### src/rtl/rf_write_arbiter.sv
// rf_write_arbiter
// Shares the ID-stage register-file write port between the core writeback
// path (WB) and a FIFO-buffered late-return path (LD). Register 0 is never
// written. Reports read hazards for two decoder source registers.
//
// Ports:
//   CLK, RST                  clock, asynchronous active-high reset
//   wb_valid/addr/data        writeback request; wb_ready acknowledges it
//   ld_valid/addr/data        late-return request; ld_ready accepts into FIFO
//   rs_addr, rt_addr          decoder source registers to check
//   hazard_rs, hazard_rt      a write to that register is still pending
//   rf_we/rf_waddr/rf_wdata   registered register-file write port
//   fifo_count                LD entries currently buffered
module rf_write_arbiter #(
   parameter int unsigned FIFO_DEPTH   = 4,
   parameter int unsigned STARVE_LIMIT = 8
) (
   input  logic                          CLK,
   input  logic                          RST,
   input  logic                          wb_valid,
   input  logic [4:0]                    wb_addr,
   input  logic [31:0]                   wb_data,
   output logic                          wb_ready,
   input  logic                          ld_valid,
   input  logic [4:0]                    ld_addr,
   input  logic [31:0]                   ld_data,
   output logic                          ld_ready,
   input  logic [4:0]                    rs_addr,
   input  logic [4:0]                    rt_addr,
   output logic                          hazard_rs,
   output logic                          hazard_rt,
   output logic                          rf_we,
   output logic [4:0]                    rf_waddr,
   output logic [31:0]                   rf_wdata,
   output logic [$clog2(FIFO_DEPTH):0]   fifo_count
);

   localparam int unsigned PTR_W = $clog2(FIFO_DEPTH);
   localparam int unsigned CNT_W = PTR_W + 1;
   localparam int unsigned STV_W = $clog2(STARVE_LIMIT + 1);

   typedef enum logic [1:0] {
      IDLE     = 2'd0,
      GRANT_WB = 2'd1,
      GRANT_LD = 2'd2,
      FORCE_LD = 2'd3
   } state_t;

   state_t              state;
   state_t              next_state;
   logic [PTR_W-1:0]    rd_ptr;
   logic [PTR_W-1:0]    wr_ptr;
   logic [STV_W-1:0]    starve_cnt;
   logic [4:0]          mem_addr [FIFO_DEPTH];
   logic [31:0]         mem_data [FIFO_DEPTH];
   logic [FIFO_DEPTH-1:0] entry_valid;

   logic fifo_empty;
   logic force_ld;
   logic wb_req;
   logic push;
   logic pop;

   assign fifo_empty = (fifo_count == CNT_W'(0));
   assign force_ld   = (starve_cnt == STV_W'(STARVE_LIMIT)) && !fifo_empty;
   assign wb_req     = wb_valid && (wb_addr != 5'd0);

   // WB is only refused when the starved LD head is being forced through.
   assign wb_ready = !force_ld;
   assign ld_ready = (fifo_count < CNT_W'(FIFO_DEPTH)) && !RST;
   // Address-0 LD transfers complete the handshake but are dropped here.
   assign push     = ld_valid && ld_ready && (ld_addr != 5'd0);
   assign pop      = (next_state == GRANT_LD) || (next_state == FORCE_LD);

   // A write is presented to the register file in every non-idle state.
   assign rf_we = (state != IDLE);

   // Grant selection for this cycle
   always_comb begin
      next_state = IDLE;
      if (force_ld)
         next_state = FORCE_LD;
      else if (wb_req)
         next_state = GRANT_WB;
      else if (!fifo_empty)
         next_state = GRANT_LD;
   end

   // State, output stage, FIFO pointers/count and starvation counter
   always_ff @(posedge CLK or posedge RST) begin
      if (RST) begin
         state      <= IDLE;
         rf_waddr   <= 5'd0;
         rf_wdata   <= 32'd0;
         rd_ptr     <= '0;
         wr_ptr     <= '0;
         fifo_count <= '0;
         starve_cnt <= '0;
      end else begin
         state <= next_state;

         case (next_state)
            GRANT_WB: begin
               rf_waddr <= wb_addr;
               rf_wdata <= wb_data;
            end
            GRANT_LD, FORCE_LD: begin
               rf_waddr <= mem_addr[rd_ptr];
               rf_wdata <= mem_data[rd_ptr];
            end
            default: ;
         endcase

         if (push)
            wr_ptr <= wr_ptr + PTR_W'(1);
         if (pop)
            rd_ptr <= rd_ptr + PTR_W'(1);

         if (push && !pop)
            fifo_count <= fifo_count + CNT_W'(1);
         else if (pop && !push)
            fifo_count <= fifo_count - CNT_W'(1);

         // Counts WB grants that bypassed a waiting LD head.
         if (pop || fifo_empty)
            starve_cnt <= '0;
         else if ((next_state == GRANT_WB) && (starve_cnt != STV_W'(STARVE_LIMIT)))
            starve_cnt <= starve_cnt + STV_W'(1);
      end
   end

   // FIFO storage; validity is tracked by pointers and count, so no reset
   always_ff @(posedge CLK) begin
      if (push) begin
         mem_addr[wr_ptr] <= ld_addr;
         mem_data[wr_ptr] <= ld_data;
      end
   end

   // Hazard detection from registered state only
   always_comb begin
      hazard_rs = 1'b0;
      hazard_rt = 1'b0;
      for (int unsigned i = 0; i < FIFO_DEPTH; i++) begin
         // Entry i is live when its distance from the read pointer is below count.
         entry_valid[i] = (CNT_W'(PTR_W'(PTR_W'(i) - rd_ptr)) < fifo_count);
         if (entry_valid[i] && (mem_addr[i] == rs_addr))
            hazard_rs = 1'b1;
         if (entry_valid[i] && (mem_addr[i] == rt_addr))
            hazard_rt = 1'b1;
      end
      if (rf_we && (rf_waddr == rs_addr))
         hazard_rs = 1'b1;
      if (rf_we && (rf_waddr == rt_addr))
         hazard_rt = 1'b1;
      if (rs_addr == 5'd0)
         hazard_rs = 1'b0;
      if (rt_addr == 5'd0)
         hazard_rt = 1'b0;
   end

endmodule

### config.mk
export PLATFORM = sky130hd
export DESIGN_NAME = rf_write_arbiter
export DESIGN_NICKNAME = d
export VERILOG_FILES = /design/src/rtl/rf_write_arbiter.sv
export SDC_FILE = /design/constraint.sdc
export NUM_CORES = 1
export LEC_CHECK = 0
export ABC_AREA = 1
export CAP_MARGIN = 5
export CELL_PAD_IN_SITES_DETAIL_PLACEMENT = 1
export CELL_PAD_IN_SITES_GLOBAL_PLACEMENT = 2
export CORE_ASPECT_RATIO = 0.5
export CORE_MARGIN = 5
export CORE_UTILIZATION = 31
export DETAILED_ROUTE_END_ITERATION = 7
export GPL_ROUTABILITY_DRIVEN = 0
export MAX_ROUTING_LAYER = met4
export PLACE_DENSITY = 0.82
export REMOVE_ABC_BUFFERS = 1
export SLEW_MARGIN = 10
export SYNTH_ARGS = -nofsm -noshare
export SYNTH_HDL_FRONTEND = slang
export SYNTH_SLANG_ARGS = --single-unit
### constraint.sdc
create_clock -name CLK -period 2.85 [get_ports CLK]
set_input_delay 0.855 -clock CLK [delete_from_list [all_inputs] [get_ports CLK]]
set_output_delay 0.855 -clock CLK [all_outputs]
set_load 0.02 [all_outputs]
Word level (Yosys, flattened, before mapping) --
Memory sizes are Yosys's and may differ from the RTL's. Index checks and enable logic that the tools add are counted.
Word-level totals: register bits 50, memory bits (writable) 148, memories kept 2, output and inout bits 45, word-level logic and storage cells 96
Operators by class: reductions and logical operators 35, $add $sub $neg 9, magnitude comparators 5, muxes and demuxes 23, eq/ne operators 15
Memories:
- mem_data | depth 4, bits a word 32, read ports 1, clocked after memory_dff 0, wr ports 1, line 55 | logic [31:0] mem_data [FIFO_DEPTH];
- mem_addr | depth 4, bits a word 5, read ports 5, clocked after memory_dff 0, wr ports 1, line 54 | logic [4:0] mem_addr [FIFO_DEPTH];
Operators by type and width (number):
- 32-bit case mux with 2 select lines | 1
- 5-bit equality test | 10
- 1-bit logical AND | 18
- 1-bit two-way mux | 14
- 2-bit by 3-bit less-than comparator with 1-bit output | 4
- 5-bit zero test | 2
- 5-bit case mux with 2 select lines | 1
- 5-bit nonzero test | 2
- 4-bit two-way mux | 2
- 2-bit nonzero test | 4
- 2-bit two-way mux | 3
- 3-bit two-way mux | 2
- 1-bit zero test | 5
- 2-bit by 1-bit adder with 2-bit output (second input constant) | 2
- 4-bit by 1-bit adder with 4-bit output (second input constant) | 1
- 2-bit equality test (second input constant) | 2
- 4-bit equality test (second input constant) | 1
- 4-bit inequality test (second input constant) | 1
- 1-bit by 2-bit subtractor with 2-bit output (first input constant) | 2
- 2-bit subtractor (first input constant) | 2
- 3-bit by 1-bit adder with 3-bit output (second input constant) | 1
- 3-bit zero test | 1
- 3-bit less-than comparator (second input constant) | 1
- 3-bit by 1-bit subtractor with 3-bit output (second input constant) | 1
- 3 further kinds | 4

Depth between registers and ports, before layout --
depth in word-level cells 9, gate-level depth with buffers 13

Worst setup path before layout --
No wires, ideal clock.
path kind input to register, from input RST, to memory mem_addr[0][0] (enable), library setup time 431 ps, path buffers 0, data required time 2419 ps, stages on the path 3, data arrival time 3054 ps, path slack -635 ps, cells stage by stage nor2_1 -> nand3_1 -> nor2_1
On the way: longest elaborated chain between the ends 6
Ends and longest elaborated chain:
- from (decl) | line 19 | input logic RST,
- 1-bit zero test (no line)
- 1-bit logical AND | line 70 | assign ld_ready = (fifo_count < CNT_W'(FIFO_DEPTH)) && !RST;
- 1-bit logical AND (2 in series) | line 72 | assign push = ld_valid && ld_ready && (ld_addr != 5'd0);
- 1-bit two-way mux | line 134 | if (push) begin
- 1-bit two-way mux (not written as such) | line 135 | mem_addr[wr_ptr] <= ld_addr;
- to (decl) | line 54
No other way between the ends.

Worst setup path after layout --
from register rd_ptr[0], to output hazard_rs
On the way: longest elaborated chain between the ends 9, elaborated cells on any way between the ends 18
Ends and longest elaborated chain:
- from (decl) | line 51 | logic [PTR_W-1:0] rd_ptr;
- from (signal assigned) | line 117 | rd_ptr <= rd_ptr + PTR_W'(1);
- 1-bit by 2-bit subtractor with 2-bit output | line 146 | entry_valid[i] = (CNT_W'(PTR_W'(PTR_W'(i) - rd_ptr)) < fifo_count);
- 2-bit by 3-bit less-than comparator with 1-bit output | line 146
- 1-bit logical AND | line 147 | if (entry_valid[i] && (mem_addr[i] == rs_addr))
- 1-bit two-way mux (3 in series) | line 147
- 1-bit two-way mux (*) | line 147
- 1-bit two-way mux (*) | line 152 | if (rf_we && (rf_waddr == rs_addr))
- 1-bit two-way mux (*) | line 156 | if (rs_addr == 5'd0)
- to (decl) | line 30 | output logic hazard_rs,
Every way passes the cells marked *; elsewhere a longest branch is shown, timed or not.

==> results.toml <==
[finish]
layout_common_cells = "nand2_1 (295), edfxtp_1 (148), clkdlybuf4s50_1 (118)"
nNetsFinal = 1151
syn_to_final_growth_pct = 31.3
final_core_util_pct = 41.9
layout_commonest_cell = "nand2_1"
drive_above_1_share_pct = 12.4
fin_cells = 1446
antennaDiodeCount = 0
fin_area_um2 = 11700

[timing]
clock_skew_ps = 11.9
slew_headroom_pct = 62.3
tns_ps = -283
whs_ps = 490
worst_pin_slew_ps = 566
setup_ws_ps = -154
finalSetupViolations = 2
slew_viol_final = 0
max_freq_ghz = 0.333
fin_crit_sh_pct = 105
rsz0062_at_grt = "true"
hold_viol_final = 0
min_period_ps = 3000

[pwr]
pwr-share-comb_pct = 38.6
power.switching_mw = 3.83
internal_power_mw = 6.35
switching_share_pct = 37.6
seq_power_share_pct = 38.3
powerDensity_nw_per_um2 = 867
pwr-share-clk_pct = 23.1
leakage_nw = 4.86
ir_drop_mv = 0.513
p_total_mw = 10.2

[global_route]
grt_pass1_vias = 7234
antenna_found_initial = 0
grt_max_degree = 38
grt_usage_pct = 16.3
grt_pass1_wl_um = 40000
grt_overflow_total = 0

[clock_tree]
numCtsBuffers = 17
cts_buffer_depth = 2
clock_latency_ps = 440
cts_tree = "built"
cts.sinks = 198
cts-root-buf = "clkbuf_16"
htree_num_levels = 4
clk_pin_slew_ps = 80

[setup_path]
r2r_slack_ps = 520
path_class = "register to primary output"
crit_path_start_kind = "register"
r2r_start = "fifo_count[0]$_DFFE_PP0P_"
critPathCaptureType = "primary output"
regToRegEndpoint = "fifo_count[2]$_DFFE_PP0P_"
crit_fanout = 3
r2r_cells = 11
cp.required_ps = 2000
crit_path_start = "rd_ptr[0]$_DFFE_PP0N_"
arrival_ps = 2150

[yosys]
syn_area_per_cell_um2 = 10.3
synth_cell_type_count = 33
ys_async_sr_fraction_pct = 25.3
syn_inst = 871
synth_ff_type = "edfxtp_1"
synth_seq_area_share_pct = 63.8
ys_warn_count = 0
synth_edf_count = 148
syn-cell-area_um2 = 8930
ys_ff_latch = 198

[floorplan]
pin_count = 133
coreArea_um2 = 28000
die_w_um = 250
row_count = 43
dieArea_um2 = 32500
die_y_um = 130
start_util_pct = 31.9

[routing]
antenna_left = 0
drc = 0
via_count = 6702
drt_iter0_markers = 329
routed_wirelength_um = 25900
wire_per_inst_um = 17.9
routed_via_density = 4.63
dr.pass1.iters = 4

[place]
numPortBuffers = 132
dp_slack_ps = -883
place_inst = 1412
dpl.hpwl_um = 18600
place_area_um2 = 11100

[outcome]
violations = "negative setup slack"
status = "finished with violations"

[worst_hold_path]
whs_endpoint = "rf_wdata[30]$_DFFE_PP0P_"
hp-start = "rf_wdata[30]$_DFFE_PP0P_"
hold_depth = 2
hold_path.class = "register to register"

[run]
cap_violations = 0
==> layout make-up <==
class / instances / area [µm²]
flip-flops and latches: 198 / 5700
fillers: 3095 / 16300
clock inverters: 14 / 141
clock buffers: 18 / 439
repair buffers: 197 / 1890
well taps: 382 / 478
inverters: 79 / 297
multi-input cells: 558 / 2790
==> Yosys cell counts (2+ instances only) <==
cell type	n	area, µm²
a21oi_1	6	30.0
a22oi_1	26	195
a22oi_2	2	25.0
buf_2	12	60.1
buf_4	9	67.6
buf_6	5	56.3
clkbuf_1	9	33.8
dfrtp_1	50	1250
edfxtp_1	148	4440
ha_1	11	138
inv_1	74	278
inv_2	5	18.8
nand2_1	297	1110
nand2_2	3	18.8
nand3_1	64	320
nand4_1	3	18.8
nor2_1	65	244
nor2_2	2	12.5
nor3_1	2	10.0
o211ai_1	6	45.0
o21ai_0	7	35.0
o21ai_1	17	85.1
o22ai_1	3	18.8
xnor2_1	19	166
xor2_1	18	158
==> routing by layer <==
layer | vias up | global-route usage (%) | share of wire (%) | wire length (µm)
li1 | 3213 | - | - | -
met1 | 3387 | 19.3 | 44 | 11300
met2 | 89 | 30.3 | 53 | 13700
met3 | 13 | 2.69 | 2.7 | 697
met4 | 0 | 2.60 | 0.62 | 160
met5 | - | - | 0 | 0
==> power groups by stage <==
stage | clock network [mW] | logic [mW] | registers [mW]
finish | 2.35 | 3.93 | 3.90
CTS | 2.40 | 3.98 | 3.91
global route | 2.53 | 4.32 | 3.96
global placement | 0 | 3.83 | 3.93
detailed placement | 0 | 3.91 | 3.96
floorplan | 0 | 1.69 | 4.24
==> critical path, stage by stage, from the launching register on <==
cell	delay, ps
dfrtp_2	440
nor2_4	150
nor2_4	50
ha_1	260
a21boi_1	150
o21ai_1	70
buf_4	150
nand3_2	70
nand2_2	50
nor2_2	120
nor2_1	50
buf_4	160
==> worst max path at each step <==
| stage | to | slack (ps) | cells past startpoint |
|---|---|---|---|
| after detailed placement | hazard_rs | -880 | 8 |
| after global routing | hazard_rs | -320 | 12 |
| after global placement | hazard_rs | -780 | 8 |
| final | hazard_rs | -150 | 11 |
| after floorplan | mem_addr[0][0]$_DFFE_PP_ | -640 | 3 |
| after CTS | hazard_rs | -220 | 12 |
==> timing repair <==
| item | in CTS | in global routing |
|---|---|---|
| endpoints found under the hold margin | 0 | 0 |
| resized for setup | 37 | 4 |
| pin swaps | 9 | 3 |
| buffers inserted | 1 | 1 |
| setup endpoints to repair | 4 | 2 |
| hold buffers | 0 | 0 |
==> sequential cells by signal, summed over array words and instances (netlist names) <==
name,cells
mem_data,128
rf_wdata,32
mem_addr,20
rf_waddr,5
starve_cnt,4
fifo_count,3
rd_ptr,2
state,2
wr_ptr,2
==> cells by family (layout without fill, tap and decap cells) <==
family | Yosys count | after routing | synth area share [%]
AOI/OAI and AO/OA | 68 | 68 | 4.94
xor gates and xnor gates | 37 | 37 | 3.63
adders and majority gates | 12 | 12 | 1.76
buffers and inverters | 115 | 308 | 5.80
DFF | 198 | 198 | 63.8
and+or+nand+nor | 441 | 441 | 20.1
Power figures use the tool's default switching activity.
==> variant 1: new RTL, same flow settings <==
The 4 states of `state_t` get a one-hot encoding in 4 bits.
--- a/src/rtl/rf_write_arbiter.sv
+++ b/src/rtl/rf_write_arbiter.sv
@@ -39,11 +39,11 @@
    localparam int unsigned CNT_W = PTR_W + 1;
    localparam int unsigned STV_W = $clog2(STARVE_LIMIT + 1);
 
-   typedef enum logic [1:0] {
-      IDLE     = 2'd0,
-      GRANT_WB = 2'd1,
-      GRANT_LD = 2'd2,
-      FORCE_LD = 2'd3
+   typedef enum logic [3:0] {
+      IDLE     = 4'b0001,
+      GRANT_WB = 4'b0010,
+      GRANT_LD = 4'b0100,
+      FORCE_LD = 4'b1000
    } state_t;
 
    state_t              state;
Formal check against the unedited RTL: no difference found for any inputs over 4 cycles, from zero or initial values and one cycle with RST high; so few cycles prove little.
==> variant 1 against the unedited design <==
- global-route usage increased by 1.2 points
- cell area rose by 3.3%
- count of clock-buffer cells in the layout rose by 4
- hold slack lost 0.0086 ns
- routed wire length increased by 8.4%
- final cell count increased by 2.6%
- synthesized area up 0.92%
- total power is 6.2% higher
- sequential share of layout area shrank 1.1 points
- sequential cell count grew 2
- setup slack got worse by 0.072 ns
- the flow still finishes with violations (setup timing)
==> variant 1: results (changes against the unedited design) <==
outcome - finished with violations
violated checks - setup timing
synthesized area per cell - 10.11 µm² (-1.5%)
met1 usage - 20.20% (+0.94 points)
fin worst setup slack - -0.2256 ns (-0.07195 ns)
Async SR Flop Fraction - 26.00% (+0.75 points)
skew final - 0.01419 ns (+0.002240 ns)
initial antenna violation count - 1 (+1)
Post-synth top cells - nand2_1 (289), edfxtp_1 (148), inv_1 (72)
final wirelength - 28.04 mm (+8.4%)
Critical Path AT - 2.22 ns (+0.07 ns)
Fill cells - 3195 (+3.2%)
setup slack at placement - -0.8479 ns (+0.03481 ns)
final setup TNS - -0.3978 ns (-0.1148 ns)
Reg clk slew, reported paths - 0.06 ns (-0.02 ns)
DPL Wire Length - 18.36 mm (-1.0%)
first-pass GRT wire length - 42.45 mm (+6.1%)
sequential area share after synthesis - 63.75% (about the same)
gr usage total - 17.46% (+1.2 points)
Vias - 7012 (+4.6%)
leakage power - 4.934 nW (+1.6%)
Finish-stage setup viols - 2 (unchanged)
DRT iter0 DRCs - 406 (+23%)
RR Endpoint - rf_wdata[12]
nets@finish - 1178 (+2.3%)
reg2reg start - rd_ptr[0]
routed len/inst - 18.91 µm (+5.7%)
FF-to-FF setup slack - 0.10 ns (-0.42 ns)
met2 Track Usage GR - 32.05% (+1.7 points)
1st-pass router iterations - 5 (+1)
GR Layer Usage met3 - 2.868% (+0.18 points)
largest cells by area after synthesis - edfxtp_1 (49%), dfrtp_1 (14%), nand2_1 (12%), nand3_1 (3.3%), inv_1 (3.0%)
worst vdd ir - 0.5786 mV (+13%)
pin count of the biggest net entering global routing - 39 (+2.6%)
[variant 1: layout make-up]
class | instances | area [µm²] | area share, %
sequential | 200 | 5747 | 47.42
multi-input combinational | 571 | 2910 | 24.02
timing repair buffer | 210 | 2096 | 17.29
tap | 391 | 489.2 | 4.037
clock buffer | 22 | 454.2 | 3.748
inverter | 78 | 300.3 | 2.478
clock inverter | 10 | 118.9 | 0.9809
antenna | 1 | 2.502 | 0.02065
[variant 1: logic make-up after synthesis]
logic type | count (synthesis) | share of synthesized area, %
AO/OA/AOI/OAI | 89 | 4.983
XOR/XNOR | 42 | 4.080
adder cells (fa/ha/maj) | 12 | 1.749
buffers and inverters | 121 | 5.690
flip-flops | 200 | 63.75
AND/OR/NAND/NOR | 428 | 19.75
[variant 1: power breakdown]
group	switching [mW]	leakage, nW	internal [mW]
Combinational	2.66	2.71	1.84
Clock	1.06	0.273	1.32
Sequential	0.299	1.95	3.63
[variant 1: worst min-delay path by stage]
| stage | from | cells past startpoint | end | slack [ns] |
|---|---|---|---|---|
| floorplan | starve_cnt[0] | 1 | starve_cnt[0] | 0.45 |
| global placement | rf_wdata[22] | 2 | rf_wdata[22] | 0.47 |
| detailed placement | rf_wdata[22] | 2 | rf_wdata[22] | 0.47 |
| CTS | rf_wdata[22] | 2 | rf_wdata[22] | 0.49 |
| global route | rf_wdata[22] | 2 | rf_wdata[22] | 0.51 |
| finish | rf_wdata[13] | 2 | rf_wdata[13] | 0.48 |
[variant 1: layer usage]
layer	part of all wire, %	wire (µm)
met2	53	14800
met5	0	0
met1	42	11720
met4	1.3	373
met3	4.1	1151
[variant 1: timing repair]
action | CTS | global route
pin swaps | 21 | 9
buffers inserted | 15 | 2
setup endpoints to repair | 4 | 36
gates cloned | 0 | 3
hold buffers | 0 | 0
resized for setup | 52 | 17
[variant 1: worst max-delay path, cell delays in order (launching register included)]
cell     delay, ns
dfrtp_1       0.43
buf_6         0.14
nor2_4        0.04
nor2_4        0.13
inv_2         0.06
ha_4          0.27
nand2_2       0.05
nand2_2       0.08
nand2_4       0.07
nand3_2       0.09
nand3_2       0.10
nor2_4        0.11
nor2_1        0.06
buf_4         0.16
==> variant 2: new RTL, config.mk and constraints unchanged <==
Without the edit above. Set the parameter `STARVE_LIMIT` to 16 (it was 8).
--- a/src/rtl/rf_write_arbiter.sv
+++ b/src/rtl/rf_write_arbiter.sv
@@ -13,7 +13,7 @@
 //   fifo_count                LD entries currently buffered
 module rf_write_arbiter #(
    parameter int unsigned FIFO_DEPTH   = 4,
-   parameter int unsigned STARVE_LIMIT = 8
+   parameter int unsigned STARVE_LIMIT = 16
 ) (
    input  logic                          CLK,
    input  logic                          RST,
Function: same outputs for any inputs over 4 cycles, from zero or initial values and one cycle with RST high; that may be too few to reach the edited logic, so the function may still have changed.
==> variant 2 against the unedited design <==
- the flow still finishes with violations (setup timing)
- synthesized area rose by 0.64%
- setup slack improved by 0.019 ns
- sequential cell count rose by 1
- first-iteration DRC count rose by 33%
- final cell count rose by 1.5%
- routed wire length rose by 7.0%
- register-to-register slack got worse by 0.44 ns
- utilization fell by 0.24 points
- total power rose by 6.7%
- cell area rose by 2.1%
- sequential power rose by 2%
- critical path depth rose by 3
- die area rose by 0.60%
- critical path type unchanged
- highest routed layer unchanged
==> variant 2: results (changes against the unedited design) <==
post-synthesis register bit count - 199 (+0.51%)
fin worst setup slack - -0.1347 ns (+0.01899 ns)
met3 wire len - 884 µm (+27%)
sequential area share after synthesis - 63.63% (-0.13 points)
skew final - 0.01089 ns (-0.001056 ns)
Critical Path AT - 2.13 ns (-0.02 ns)
nets@finish - 1162 (+0.96%)
worst-case reg-to-reg path depth - 22 (+11)
first-pass GRT wire length - 42.23 mm (+5.6%)
vias per inst - 4.716 (+1.7%)
Fill cells - 3177 (+2.6%)
Multi-Input Combinational - 574 (+2.9%)
clock-cell share of area - 4.761% (-0.19 points)
vias in the first global route - 7492 (+3.6%)
Finish-stage setup viols - 2 (unchanged)
Synth cell types - 30 (-9.1%)
DRT iter0 DRCs - 439 (+33%)
routed len/inst - 18.86 µm (+5.4%)
gr usage total - 17.39% (+1.1 points)
buffering overhead - 17.16% (+1.0 points)
Multi-input gate area - 0.002914 mm² (+4.5%)
violated checks - setup timing
Seq area share - 47.77% (-0.79 points)
Post-synth top cells - nand2_1 (299), edfxtp_1 (148), nand3_1 (82)
M1 WL - 11.75 mm (+4.2%)
Inverters - 59 (-25%)
clk_buf instances - 20 (+2)
outcome - finished with violations
bufs w/o clock - 211 (+7.1%)
DPL Wire Length - 18.90 mm (+1.8%)
Seq pwr share - 36.7% (-1.6 points)
largest cells by area after synthesis - edfxtp_1 (49%), dfrtp_1 (14%), nand2_1 (12%), nand3_1 (4.6%), nand3b_1 (2.7%)
Area after DPL - 0.01114 mm² (+0.32%)
pin count of the biggest net entering global routing - 42 (+11%)
met1 usage - 20.25% (+1.0 points)
Rel. slew slack - 52.17% (-10 points)
initial antenna violation count - 2 (+2)
# diodes - 2 (+2)
leakage power - 4.822 nW (-0.74%)
P_int - 6.780 mW (+6.8%)
multi-input gate share of total cell area - 24.32% (+0.56 points)
[variant 2: cell types whose count changed in the layout (fill, tap and decap cells not counted), sizes merged, moves of 7 or more]
cell / delta
xnor2: -12
a21oi: +31
a22oi: -26
buf: +14
o21ai: -7
nand3b: +32
inv: -21
nor2: -29
nand3: +19
[variant 2: logic make-up (layout without fill, tap and decap cells)]
| family | count (synthesis) | after routing | share of synthesized area (%) |
|---|---|---|---|
| adders and majority gates | 12 | 12 | 1.754 |
| buffers and inverters | 95 | 302 | 5.414 |
| DFF | 199 | 199 | 63.63 |
| other | 0 | 2 | 0 |
| AOI/OAI and AO/OA | 67 | 67 | 4.008 |
| and+or+nand+nor | 468 | 468 | 22.56 |
| xor gates and xnor gates | 27 | 27 | 2.631 |
[variant 2: through the flow]
stage / setup TNS, ns / std cells / setup WS, ns / power (mW) / hold WS (ns)
floorplan: -93.23 / 832 / -0.6215 / 6.015 / 0.4536
CTS: -0.4212 / 1466 / -0.1573 / 10.80 / 0.4909
detailed placement: -1.844 / 1416 / -0.8173 / 8.074 / 0.4701
global placement: -1.751 / 1416 / -0.7868 / 7.953 / 0.4638
finish: -0.2674 / 1468 / -0.1347 / 10.86 / 0.4877
global route: -0.5981 / 1468 / -0.2995 / 11.52 / 0.5085
[variant 2: final timing paths]
check	end	from	slack [ns]
max in group asynchronous	rf_wdata[1]	RST	1.37
hold reg to reg	rf_wdata[17]	rf_wdata[17]	0.49
setup / recovery	hazard_rs	rd_ptr[0]	-0.13
hold / removal	rf_wdata[17]	rf_wdata[17]	0.49
min in group asynchronous	rf_wdata[23]	RST	0.90
setup reg to reg	rd_ptr[1]	rd_ptr[0]	0.08
